==> src/rtl/alu_cmd_sequencer.sv <==
// ---------------------------------------------------------------------------
// alu_cmd_sequencer
// Command front-end for a combinational WIDTH-bit ALU. Commands arrive over a
// valid/ready interface into a DEPTH-entry FIFO. An IDLE/EXEC/RESP FSM pops one
// command at a time. It presents accumulator / operand / op_sel to the external
// ALU for one EXEC cycle, writes the result back to the accumulator, and
// returns the result plus flags on a valid/ready response interface.
//
// Ports
//   clk, rst                 clock, synchronous active-high reset
//   cmd_valid/cmd_ready      command handshake (ready = FIFO not full)
//   cmd_op/cmd_load/cmd_data command payload (load bypasses the ALU)
//   alu_a/alu_b/alu_op_sel   registered drive to the external ALU
//   alu_result/zero/carry/overflow  ALU outputs, sampled at the end of EXEC
//   rsp_valid/rsp_ready      response handshake
//   rsp_result/zero/carry/overflow  captured response payload
//   acc_out                  current accumulator
//   sticky_ovf/clr_sticky    sticky overflow flag and its clear
//   busy                     FSM not idle or commands queued
//   fifo_count               FIFO occupancy
// ---------------------------------------------------------------------------
module alu_cmd_sequencer #(
    parameter int unsigned DEPTH = 4,   // power of two, >= 2
    parameter int unsigned WIDTH = 8
) (
    input  logic                     clk,
    input  logic                     rst,

    input  logic                     cmd_valid,
    output logic                     cmd_ready,
    input  logic [2:0]               cmd_op,
    input  logic                     cmd_load,
    input  logic [WIDTH-1:0]         cmd_data,

    output logic [WIDTH-1:0]         alu_a,
    output logic [WIDTH-1:0]         alu_b,
    output logic [2:0]               alu_op_sel,
    input  logic [WIDTH-1:0]         alu_result,
    input  logic                     alu_zero,
    input  logic                     alu_carry,
    input  logic                     alu_overflow,

    output logic                     rsp_valid,
    input  logic                     rsp_ready,
    output logic [WIDTH-1:0]         rsp_result,
    output logic                     rsp_zero,
    output logic                     rsp_carry,
    output logic                     rsp_overflow,

    output logic [WIDTH-1:0]         acc_out,
    output logic                     sticky_ovf,
    input  logic                     clr_sticky,
    output logic                     busy,
    output logic [$clog2(DEPTH):0]   fifo_count
);

    localparam int unsigned AW = $clog2(DEPTH);
    localparam int unsigned CW = AW + 1;

    typedef enum logic [1:0] {
        ST_IDLE = 2'd0,
        ST_EXEC = 2'd1,
        ST_RESP = 2'd2
    } state_t;

    // -----------------------------------------------------------------------
    // Storage
    // -----------------------------------------------------------------------
    logic [2:0]        r_fifo_op   [DEPTH];
    logic [WIDTH-1:0]  r_fifo_data [DEPTH];
    logic [DEPTH-1:0]  r_fifo_load;
    logic [AW-1:0]     r_wr_ptr;
    logic [AW-1:0]     r_rd_ptr;
    logic [CW-1:0]     r_count;

    state_t            r_state;
    logic [2:0]        r_cur_op;
    logic [WIDTH-1:0]  r_cur_data;
    logic              r_cur_load;
    logic [WIDTH-1:0]  r_alu_a;
    logic [WIDTH-1:0]  r_acc;

    logic              r_rsp_valid;
    logic [WIDTH-1:0]  r_rsp_result;
    logic              r_rsp_zero;
    logic              r_rsp_carry;
    logic              r_rsp_overflow;
    logic              r_sticky;

    logic              w_push;
    logic              w_pop;
    logic              w_full;

    // -----------------------------------------------------------------------
    // Handshake decode
    // -----------------------------------------------------------------------
    // Full depends only on the registered count, never on a same-cycle pop.
    assign w_full = (r_count == CW'(DEPTH));
    assign w_push = cmd_valid && !w_full;
    assign w_pop  = (r_state == ST_IDLE) && (r_count != CW'(0));

    // -----------------------------------------------------------------------
    // FIFO payload storage (no reset needed: only entries below count are read)
    // -----------------------------------------------------------------------
    always_ff @(posedge clk) begin
        if (w_push) begin
            r_fifo_op[r_wr_ptr]   <= cmd_op;
            r_fifo_data[r_wr_ptr] <= cmd_data;
            r_fifo_load[r_wr_ptr] <= cmd_load;
        end
    end

    // -----------------------------------------------------------------------
    // FIFO pointers and occupancy; pointers wrap naturally since DEPTH is 2^AW
    // -----------------------------------------------------------------------
    always_ff @(posedge clk) begin
        if (rst) begin
            r_wr_ptr <= AW'(0);
            r_rd_ptr <= AW'(0);
            r_count  <= CW'(0);
        end else begin
            if (w_push) begin
                r_wr_ptr <= r_wr_ptr + AW'(1);
            end
            if (w_pop) begin
                r_rd_ptr <= r_rd_ptr + AW'(1);
            end
            case ({w_push, w_pop})
                2'b10:   r_count <= r_count + CW'(1);
                2'b01:   r_count <= r_count - CW'(1);
                default: r_count <= r_count;
            endcase
        end
    end

    // -----------------------------------------------------------------------
    // Sequencing FSM with registered ALU drive, accumulator and response
    // -----------------------------------------------------------------------
    always_ff @(posedge clk) begin
        if (rst) begin
            r_state        <= ST_IDLE;
            r_cur_op       <= 3'd0;
            r_cur_data     <= WIDTH'(0);
            r_cur_load     <= 1'b0;
            r_alu_a        <= WIDTH'(0);
            r_acc          <= WIDTH'(0);
            r_rsp_valid    <= 1'b0;
            r_rsp_result   <= WIDTH'(0);
            r_rsp_zero     <= 1'b0;
            r_rsp_carry    <= 1'b0;
            r_rsp_overflow <= 1'b0;
            r_sticky       <= 1'b0;
        end else begin
            case (r_state)
                ST_IDLE: begin
                    if (w_pop) begin
                        r_cur_op   <= r_fifo_op[r_rd_ptr];
                        r_cur_data <= r_fifo_data[r_rd_ptr];
                        r_cur_load <= r_fifo_load[r_rd_ptr];
                        // acc cannot change between pop and end of EXEC
                        r_alu_a    <= r_acc;
                        r_state    <= ST_EXEC;
                    end
                end
                ST_EXEC: begin
                    if (r_cur_load) begin
                        r_acc          <= r_cur_data;
                        r_rsp_result   <= r_cur_data;
                        r_rsp_zero     <= (r_cur_data == WIDTH'(0));
                        r_rsp_carry    <= 1'b0;
                        r_rsp_overflow <= 1'b0;
                    end else begin
                        r_acc          <= alu_result;
                        r_rsp_result   <= alu_result;
                        r_rsp_zero     <= alu_zero;
                        r_rsp_carry    <= alu_carry;
                        r_rsp_overflow <= alu_overflow;
                    end
                    r_rsp_valid <= 1'b1;
                    r_state     <= ST_RESP;
                end
                ST_RESP: begin
                    if (rsp_ready) begin
                        r_rsp_valid <= 1'b0;
                        r_state     <= ST_IDLE;
                    end
                end
                default: begin
                    r_rsp_valid <= 1'b0;
                    r_state     <= ST_IDLE;
                end
            endcase

            // A set on this edge takes priority over a clear
            if ((r_state == ST_EXEC) && !r_cur_load && alu_overflow) begin
                r_sticky <= 1'b1;
            end else if (clr_sticky) begin
                r_sticky <= 1'b0;
            end
        end
    end

    // -----------------------------------------------------------------------
    // Output mapping (all from registers)
    // -----------------------------------------------------------------------
    assign cmd_ready    = !w_full;
    assign alu_a        = r_alu_a;
    assign alu_b        = r_cur_data;
    assign alu_op_sel   = r_cur_op;
    assign rsp_valid    = r_rsp_valid;
    assign rsp_result   = r_rsp_result;
    assign rsp_zero     = r_rsp_zero;
    assign rsp_carry    = r_rsp_carry;
    assign rsp_overflow = r_rsp_overflow;
    assign acc_out      = r_acc;
    assign sticky_ovf   = r_sticky;
    assign busy         = (r_state != ST_IDLE) || (r_count != CW'(0));
    assign fifo_count   = r_count;

endmodule

==> config.mk <==
export PLATFORM = sky130hd
export DESIGN_NAME = alu_cmd_sequencer
export DESIGN_NICKNAME = d
export VERILOG_FILES = /design/src/rtl/alu_cmd_sequencer.sv
export SDC_FILE = /design/constraint.sdc
export NUM_CORES = 1
export LEC_CHECK = 0
export ABC_AREA = 1
export BUFFER_PORTS_ARGS = -buffer_cell sky130_fd_sc_hd__buf_2
export CORE_ASPECT_RATIO = 1.2
export CORE_MARGIN = 5
export CORE_UTILIZATION = 45
export CTS_CLUSTER_DIAMETER = 150
export DETAILED_ROUTE_END_ITERATION = 8
export PLACE_DENSITY = 0.66
export SLEW_MARGIN = 20
export SYNTH_ARGS = -nofsm -noshare
export SYNTH_HDL_FRONTEND = slang
export SYNTH_SLANG_ARGS = --single-unit
==> constraint.sdc <==
create_clock -name clk -period 3.8 [get_ports clk]
set_input_delay 0.38 -clock clk [delete_from_list [all_inputs] [get_ports clk]]
set_output_delay 0.38 -clock clk [all_outputs]
set_load 0.05 [all_outputs]
# [After elaboration in Yosys (flattened, before gate mapping)]
# Memories as Yosys holds them, arrays and structs flattened. A register that Yosys moved wholly into a read port is not among the register bits.
# Index checks and enable logic that the tools add are counted.
[classes] muxes=19 bitwise=1 magnitude_cmp=3 n_eq_ne=7 reduce_logical=17 n_addsub=4
[op_table] cell="$mux 1" count=10
[op_table] cell="$logic_not 8->1" count=1
[op_table] cell="$mux 8" count=1
[op_table] cell="$lt 2x3->1 const B" count=2
[op_table] cell="$pmux 2 s3" count=1
[op_table] cell="$pmux 3 s2" count=1
[op_table] cell="$reduce_and 2->1" count=3
[op_table] cell="$reduce_bool 2->1" count=3
[op_table] cell="$logic_and 1x1->1" count=5
[op_table] cell="$add 2x1->2 const B" count=2
[op_table] cell="$bwmux 4" count=1
[op_table] cell="$eq 2x1->1 const B" count=2
[op_table] cell="$eq 2x2->1 const B" count=2
[op_table] cell="$mux 2" count=2
[op_table] cell="$ne 2x2->1 const B" count=2
[op_table] cell="$add 3x1->3 const B" count=1
[op_table] cell="$eq 3x3->1 const B" count=1
[op_table] cell="$pmux 1 s3" count=1
[op_table] cell="$reduce_bool 3->1" count=1
[op_table] cell="$sub 3x1->3 const B" count=1
[op_table] cell="$bmux 1 s2" count=1
[op_table] cell="$demux 1 s2" count=1
[op_table] cell="$ge 2x1->1 const B" count=1
[op_table] cell="$logic_not 1->1" count=2
[op_table] cell="other kinds (3)" count=3
[totals] input_bits=28 output_inout_bits=45 memories=2 wordCells=66 ramBits=44 ff_bits=35
[mem_list] name="r_fifo_data" depth=4 word_bits=8 rd=1 rd_clocked_by_memory_dff=1 wr=1 line_no="70" rtl="logic [WIDTH-1:0] r_fifo_data [DEPTH];"
[mem_list] name="r_fifo_op" depth=4 word_bits=3 rd=1 rd_clocked_by_memory_dff=1 wr=1 line_no="69" rtl="logic [2:0] r_fifo_op [DEPTH];"

# [Longest topological paths before layout]
# Gate-level depths: netlist (run 1).
[depth] word_depth=5 mapped_depth=12 depth_no_buf=12

# [Worst setup path before layout (run 1)]
# OpenSTA, ideal clock, no wires.
[synth_timing] kind="reg-to-reg" from="reg r_count[2], in the netlist fifo_count[2]" to="reg r_count[2], in the netlist fifo_count[2]" synth_period_minus_slack_ns=2.682 setup_slack_ns=1.118 required_time_ns=3.690 setup_ns=0.110 stages_incl_launch_ff=11 n_path_buf=0 arrival_time_ns=2.572 path_cell_list="dfxtp_1 > nand3_1 > nand2_2 > ha_1 > inv_1 > fa_1 > or2_2 > nand3_1 > nand2_1 > inv_1 > nor2_1"
[synth_via] elab_chain_cells=5 word_cells_on_any_way=11 classes_between="add/sub (2); eq/ne (3); mux (1); reduce/logical (5)"
[synth_rtl] item="start, declared" line_no="74" rtl="logic [CW-1:0] r_count;"
[synth_rtl] item="start signal, assigned" line_no="129" rtl="2'b10: r_count <= r_count + CW'(1);"
[synth_rtl] item="start signal, assigned" line_no="130" rtl="2'b01: r_count <= r_count - CW'(1);"
[synth_rtl] item="start signal, assigned" line_no="131" rtl="default: r_count <= r_count;"
[synth_rtl] item="$eq 3x3->1 *" line_no="98" rtl="assign w_full = (r_count == CW'(DEPTH));"
[synth_rtl] item="$logic_not 1->1 *"
[synth_rtl] item="via cmd_ready" line_no="30" rtl="output logic cmd_ready,"
[synth_rtl] item="$logic_and 1x1->1 *" line_no="99" rtl="assign w_push = cmd_valid && !w_full;"
[synth_rtl] item="$eq 2x1->1 or $eq 2x2->1 (tied branches)" line_no="128" rtl="case ({w_push, w_pop})"
[synth_rtl] item="$pmux 3 s2 or $reduce_bool 2->1 (tied branches)"
# The timed path passes the listed nets; every way through them passes the cells marked *.
# A chain may end at the register's enable or synchronous reset.

# [Worst setup path in the final report (run 1)]
[layout_timing] from="reg r_count[1], in the netlist fifo_count[1]" to="reg r_count[2], in the netlist fifo_count[2]"
[layout_via] word_cells_on_any_way=11 classes_between="add/sub (2); eq/ne (3); mux (1); reduce/logical (5)"
[layout_lines] item="$reduce_bool 3->1 *" line_no="100" rtl="assign w_pop = (r_state == ST_IDLE) && (r_count != CW'(0));"
[layout_lines] item="$logic_and 1x1->1 *" line_no="100"
[layout_lines] item="via w_pop" line_no="91" rtl="logic w_pop;"
[layout_lines] item="$eq 2x1->1 or $eq 2x2->1 (tied branches)" line_no="128"
[layout_lines] item="$pmux 3 s2 or $reduce_bool 2->1 (tied branches)"
# Marked as above.

==> summary.txt, run 1 <==
Clocking
  – H-tree Lvls: 3
  – Clk buf depth: 2
  – Post-CTS setup buffer count: 0
  – CTS tree: yes
  – Hold_buf cts: 0
  – Clock root buffer: clkbuf_8
  – Post-CTS resize count: 0
  – Cts bufs inserted: 9
  – Clock latency on the worst-skew pair: roughly 0.35 ns
  – CTS sink count: 90
  – Clock transition at path regs: 0.09 ns

Worst setup path
  – Arrival time worst endpoint: between 2 and 2.5 ns
  – Worst EP required: just over 4 ns
  – RR Startpoint: fifo_count[1]$_SDFFE_PP0P_
  – RR Endpoint: fifo_count[2]$_SDFFE_PP0P_
  – CP Launch Type: register
  – Flop-to-flop setup slack: about 1.6 ns
  – Crit path max fanout: 36
  – R2R cell count: 12
  – Critical path type: register to register
  – Worst setup EP type: register

Timing
  – Final setup violation count: 0
  – Rel. slew slack: between 20 and 30%
  – Peak Freq: ~0.45 GHz
  – Worst Skew: approximately 0.006 ns
  – Count of final max-slew check failures: 0
  – Actual slew at the worst max-slew pin: between 1 and 1.5 ns
  – Final Hold Fails: 0
  – Final Cycle Share: between 50 and 60%
  – Min Clock Period, post-route: approximately 2.2 ns
  – Final worst setup slack: ~1.6 ns
  – Total Neg Setup Slack: 0 ns
  – RSZ-0062 raised after global routing: false

Pwr
  – Total power: 0.00376 W
  – Max rail drop VDD: ~240 uV
  – Power Dens Cells: 849 mW/mm^2
  – Static Leakage: 2.10 nW

Layout
  – Commonest non-fill, non-tap cells in the layout: 132 x nand2_1, 72 x buf_2, 62 x nor2_1, 52 x inv_1, 48 x edfxtp_1
  – Final std cells w/o fill: about 630
  – Antenna fix cells: 0
  – Share of cells above drive strength 1: between 20% and 30%
  – Final #Nets: approximately 540
  – Area grow syn2layout: 14.0%
  – Most common cell after layout, fill and taps aside: nand2_1
  – Layout fillers: approximately 830

Routing
  – Final wirelength: between 7000 and 8000 um
  – First-pass DRT Iterations: 4
  – DRC Markers: 0
  – Initial detailed-routing violation count: slightly above 90
  – Vias: about 2.8k
  – Vias per inst: between 4 and 5
  – DRT antenna net count: 0
  – Wire per inst: ~12 um

Worst hold path
  – End of the worst hold path: r_fifo_data[1][0]$_DFFE_PP_
  – Hold WC Path Type: input pin to register
  – Hold_sp: cmd_data[0]
  – Worst hold stages: 1

Logic synthesis
  – Xor/xnor cell area share of the yosys netlist: 0%
  – Yosys reg bits: 90
  – Compound-Gate Fraction of Synth Area: under 10%
  – Mapped cell area: 0.00389 sq mm
  – Post-Synth Adder-Cell Area: under 10%
  – Area share of and/or/nand/nor cells after synthesis: between 20% and 30%
  – Mapped Cells: approximately 450
  – Syn Nets: 479
  – Sequential share of the synthesized area: between 50% and 60%
  – Warnings from Yosys: 0
  – Multiplexer share of the synthesized area: 0%
  – Largest family of logic cells by synthesized area: simple AND/OR/NAND/NOR gates
  – Post-synth top area cell: edfxtp_1
  – Synth area leaders: edfxtp_1 37%, dfxtp_1 22%, nand2_1 13%
  – Synth unique cells: 21
  – Synth top area share: a little under two fifths
  – Avg Cell Area, Syn: roughly 9 sq um

Placement
  – Placement Setup Slack: approximately 1.6 ns
  – Routability cong.: roughly 0.8
  – Placed cells: 610
  – HPWL Detailed: ~5200 um
  – IO Port Bufs: just over 70

Die
  – # IOs: 73
  – Die H: 112 um
  – Core Rows: 37
  – Initial Utilization: roughly 46%
  – Core area: roughly 0.0085 sq mm
  – Die ar.: 0.0106 sq mm
  – Chip width: 94.9 um

GRT
  – Initial antenna violation count: 0
  – Number of global-route vias before repair: 2461
  – Largest net degree at the start of global routing: 37
  – First-pass GRT wire length: between 10000 and 15000 um
  – GRT Total Usage: about 14%
  – Total congestion overflow: 0

Status
  – Status: finished clean

Job
  – Max-Cap Viols: 0
-- final cells by class --
type	count	area (sq um)	share of cell area, %
Clock inverter	6	97.6	2.20
Tap cell	117	146	3.30
Inverter	60	230	5.19
Sequential cell	90	2280	51.4
Clock buffer	10	128	2.88
Timing Repair Buffer	72	360	8.12
Multi-Input combinational cell	271	1190	26.9
-- stage by stage --
stage	util [%]	hold slack (ns)	instance area, sq um
floorplan	-	0.466	3890
global placement	49.4	0.451	4210
detailed placement	49.4	0.456	4210
CTS	52.0	0.220	4430
global route	52.1	0.215	4440
finish	52.1	0.246	4440
-- worst max-delay path, cell delays in order (launching register included) --
cell	delay, ns
dfxtp_1	0.36
inv_2	0.07
nand3_2	0.10
nand2_4	0.20
inv_2	0.24
ha_1	0.18
inv_1	0.06
fa_1	0.38
or2_2	0.32
nand3_1	0.08
nand2_1	0.05
inv_1	0.04
nor2_1	0.03
-- synth_stat cells, drive strengths merged --
cell / number
a21oi: 23
ha: 5
or2: 1
nand3: 17
inv: 60
fa: 1
o21ai: 22
buf: 24
nor2: 65
dfxtp: 42
nand4: 2
nand2: 135
edfxtp: 48
-- metal layers --
metal  global-route usage (%)  part of all wire, %  up-vias
li1                         -                    -     1502
met1                     17.4                   46     1249
met2                     23.5                   47       64
met3                     3.04                  5.6        8
met4                     6.83                  1.3        0
met5                        0                    0        -
-- worst max path at each step --
stage,startpoint,end,cells after the start
floorplan,fifo_count[2]$_SDFFE_PP0P_,fifo_count[2]$_SDFFE_PP0P_,10
global placement,fifo_count[1]$_SDFFE_PP0P_,fifo_count[2]$_SDFFE_PP0P_,12
detailed placement,fifo_count[1]$_SDFFE_PP0P_,fifo_count[2]$_SDFFE_PP0P_,12
CTS,fifo_count[1]$_SDFFE_PP0P_,fifo_count[2]$_SDFFE_PP0P_,12
global route,fifo_count[2]$_SDFFE_PP0P_,fifo_count[2]$_SDFFE_PP0P_,11
finish,fifo_count[1]$_SDFFE_PP0P_,fifo_count[2]$_SDFFE_PP0P_,12
-- registers in the layout, indices dropped and copies added (netlist names), 2 cells and up --
register	flops
alu_a	8
alu_b	8
alu_op_sel	3
fifo_count	3
r_fifo_data	32
r_fifo_load	4
r_fifo_op	12
r_rd_ptr	2
r_state	2
r_wr_ptr	2
rsp_result	8
-- report_power, final --
| group | leakage, nW | internal, W | switching, W |
|---|---|---|---|
| sequential | 0.786 | 0.00123 | 0.000180 |
| combinational | 1.20 | 0.000405 | 0.00123 |
| clock | 0.113 | 0.000381 | 0.000341 |
-- kinds of logic after synthesis --
logic type | count (synthesis)
buf+inv | 84
simple gates | 220
flops | 90
fa+ha+maj | 6
compound gates | 45
No activity file was read; power rests on OpenSTA's default activity.
==> inputs of run 2 (changes only) <==
Settings changed: ABC_AREA 1 to 0.
Clock period 3.8 ns to 2.2 ns, I/O delays scaled along.
==> run 2 against run 1 <==
Compared with the run above:
- register-to-register slack lost 1.5 ns
- design area shrank 4.7%
- global-route usage grew 1.4 points
- critical path depth shrank 4
- synthesized area shrank 7.1%
- sequential power grew 69%
- clock power grew 40%
- critical path type unchanged
- largest cell class unchanged
==> summary.txt, run 2 <==
Status
  – Status: finished clean

Clocking
  – Clk buf depth: 2
  – Clock root buffer: clkbuf_8
  – CTS tree: yes
  – H-tree Lvls: 3
  – Clock latency on the worst-skew pair: about 0.35 ns
  – Hold_buf cts: 0
  – Clock transition at path regs: 0.09 ns
  – CTS sink count: 90
  – Post-CTS resize count: 0
  – Cts bufs inserted: 9
  – Post-CTS setup buffer count: 0

Logic synthesis
  – Synth Flop Type: edfxtp_1
  – Mapped cell area: 0.00362 sq mm
  – Synth unique cells: 35
  – Sequential share of the synthesized area: a little over three fifths
  – Post-synth top area cell: edfxtp_1
  – Async SR Flop Fraction: 0%
  – Count leader, synth: edfxtp_1
  – Avg Cell Area, Syn: approximately 13 sq um
  – Commonest cells in the netlist: 48 x edfxtp_1, 42 x dfxtp_1, 29 x a21oi_1
  – Syn Nets: about 320
  – Post-synth EDFFs: 48
  – Synth top area share: ~40%
  – Mapped Cells: 284
  – Warnings from Yosys: 0
  – Yosys reg bits: 90
  – Synth area leaders: edfxtp_1 40%, dfxtp_1 23%, mux4_2 7.5%

Pwr
  – Static Leakage: 1.60 nW
  – Max rail drop VDD: roughly 540 uV
  – Power Dens Cells: 1490 mW/mm^2

Timing
  – Rel. slew slack: around 54%
  – Peak Freq: around 0.48 GHz
  – Count of final max-slew check failures: 0
  – Final setup violation count: 0
  – Final Cycle Share: around 95%
  – Worst Skew: about 0.011 ns
  – Total Neg Setup Slack: 0 ns
  – Hold Worst Slack: 0.0821 ns
  – Actual slew at the worst max-slew pin: 0.684 ns
  – Final worst setup slack: around 0.11 ns
  – Final Hold Fails: 0
  – Min Clock Period, post-route: about 2.1 ns
  – RSZ-0062 raised after global routing: false

Placement
  – Routability cong.: about 0.74
  – Placed cells: approximately 430
  – HPWL Detailed: 5050 um
  – IO Port Bufs: approximately 70
  – Placed cell areas: just over 0.004 sq mm
  – Placement Setup Slack: 0.123 ns

Die
  – # IOs: between 70 and 80
  – Initial Utilization: a little under half
  – Core area: 0.00775 sq mm
  – Core Rows: 35
  – Chip width: 91.8 um
  – Die H: between 100 and 150 um
  – Die ar.: just under 0.01 sq mm

Worst setup path
  – CP peak stage delay: approximately 0.44 ns
  – CP Launch Type: register
  – Crit path max fanout: 6
  – Critical path type: register to register
  – Crit-path cells: or3b_1 > nand2_4 > ha_4 > inv_1 > fa_2 > xor2_1 > or3_1 > a21oi_1
  – Critical Path Slowest Stage Cell: or3b_1
  – Arrival time worst endpoint: around 2.4 ns
  – Worst setup EP type: register
  – Worst EP required: 2.48 ns

Routing
  – Final wirelength: about 7400 um
  – Vias: ~2.4k
  – First-pass DRT Iterations: 4
  – DRC Markers: 0
  – Initial detailed-routing violation count: about 110
  – DRT antenna net count: 0
  – Wire per inst: about 16 um
  – Vias per inst: 5.40

GRT
  – First-pass GRT wire length: between 10000 and 15000 um
  – Number of global-route vias before repair: between 2k and 2.5k
  – Initial antenna violation count: 0
  – GRT Total Usage: roughly 16%
  – Total congestion overflow: 0
  – Largest net degree at the start of global routing: 30

Layout
  – Max reg flops: 32
  – Layout fillers: 659
  – Area grow syn2layout: 16.9%
  – Final std cells w/o fill: 447
  – Final #Nets: 384
  – Most common cell after layout, fill and taps aside: buf_2
  – Final instance area: between 0.004 and 0.005 sq mm
  – Commonest non-fill, non-tap cells in the layout: 72 x buf_2, 48 x edfxtp_1, 39 x dfxtp_1, 29 x a21oi_1
  – Largest reg by FF count: r_fifo_data
  – Share of cells above drive strength 1: 33.8%
  – Antenna fix cells: 0
  – Regs by FF count: r_fifo_data (32), r_fifo_op (12)

Worst hold path
  – Hold WC Path Type: input pin to register

Job
  – Max-Cap Viols: 0
-- run 2: cell count changes after synthesis, moves of 8 or more --
cell,previous run,this run
a211oi_1,0,8
mux4_2,0,12
inv_1,52,6
nand2_1,132,5
nor2_1,64,17
clkbuf_1,0,10
mux2i_1,0,8
-- run 2: through the flow --
step                      utilization, %  power [W]
after floorplan                        -    0.00471
after global placement              52.2    0.00530
after detailed placement            52.2    0.00535
after CTS                           54.5    0.00636
after global routing                54.5    0.00670
final                               54.5    0.00630
-- run 2: critical path: cells and delay by family, from the launching register on --
family	cells	cell delay [ns]
DFF	1	0.37
buffers and inverters	1	0.05
xor gates and xnor gates	1	0.15
AOI/OAI and AO/OA	1	0.13
adders and majority gates	2	0.46
and+or+nand+nor	3	0.86
-- run 2: kinds of logic after synthesis --
group / Yosys count / share of synthesized area [%]
AO/OA/AOI/OAI: 64 / 9.79
XOR/XNOR: 2 / 0.485
adder cells (fa/ha/maj): 6 / 2.28
buffers and inverters: 35 / 5.16
flip-flops: 90 / 63.1
multiplexers: 20 / 9.69
AND/OR/NAND/NOR: 67 / 9.48
-- run 2: final cells by class --
type | count | area, sq um | area share, %
clock buffer | 9 | 124 | 2.93
clock inverter | 7 | 53.8 | 1.27
inverter | 6 | 22.5 | 0.533
multi-input combinational | 159 | 1170 | 27.7
sequential | 90 | 2290 | 54.2
tap | 92 | 115 | 2.72
timing repair buffer | 84 | 450 | 10.7
-- run 2: worst paths after layout --
path / start / to / slack [ns] / cells past startpoint
hold reg to reg: rsp_overflow$_SDFFE_PP0N_ / rsp_overflow$_SDFFE_PP0N_ / 0.47 / 2
setup / recovery: fifo_count[0]$_SDFFE_PP0P_ / fifo_count[2]$_SDFFE_PP0P_ / 0.11 / 8
hold / removal: cmd_data[1] / r_fifo_data[1][1]$_DFFE_PP_ / 0.08 / 1
setup reg to reg: fifo_count[0]$_SDFFE_PP0P_ / fifo_count[2]$_SDFFE_PP0P_ / 0.11 / 8
-- run 2: metal layers --
metal | wire [um] | track usage (%) | share of wire (%) | vias up
met4 | 97 | 5.41 | 1.3 | 0
li1 | - | - | - | 1175
met2 | 3640 | 26.6 | 50 | 86
met3 | 553 | 4.31 | 7.5 | 9
met5 | 0 | 0 | 0 | -
met1 | 3060 | 19.2 | 42 | 1145
-- run 2: power breakdown --
part,switching (W),internal [W],leakage (nW)
Clock,0.000592,0.000418,0.0839
Combinational,0.00202,0.000885,0.733
Sequential,0.000277,0.00211,0.785
Total,0.00289,0.00341,1.60
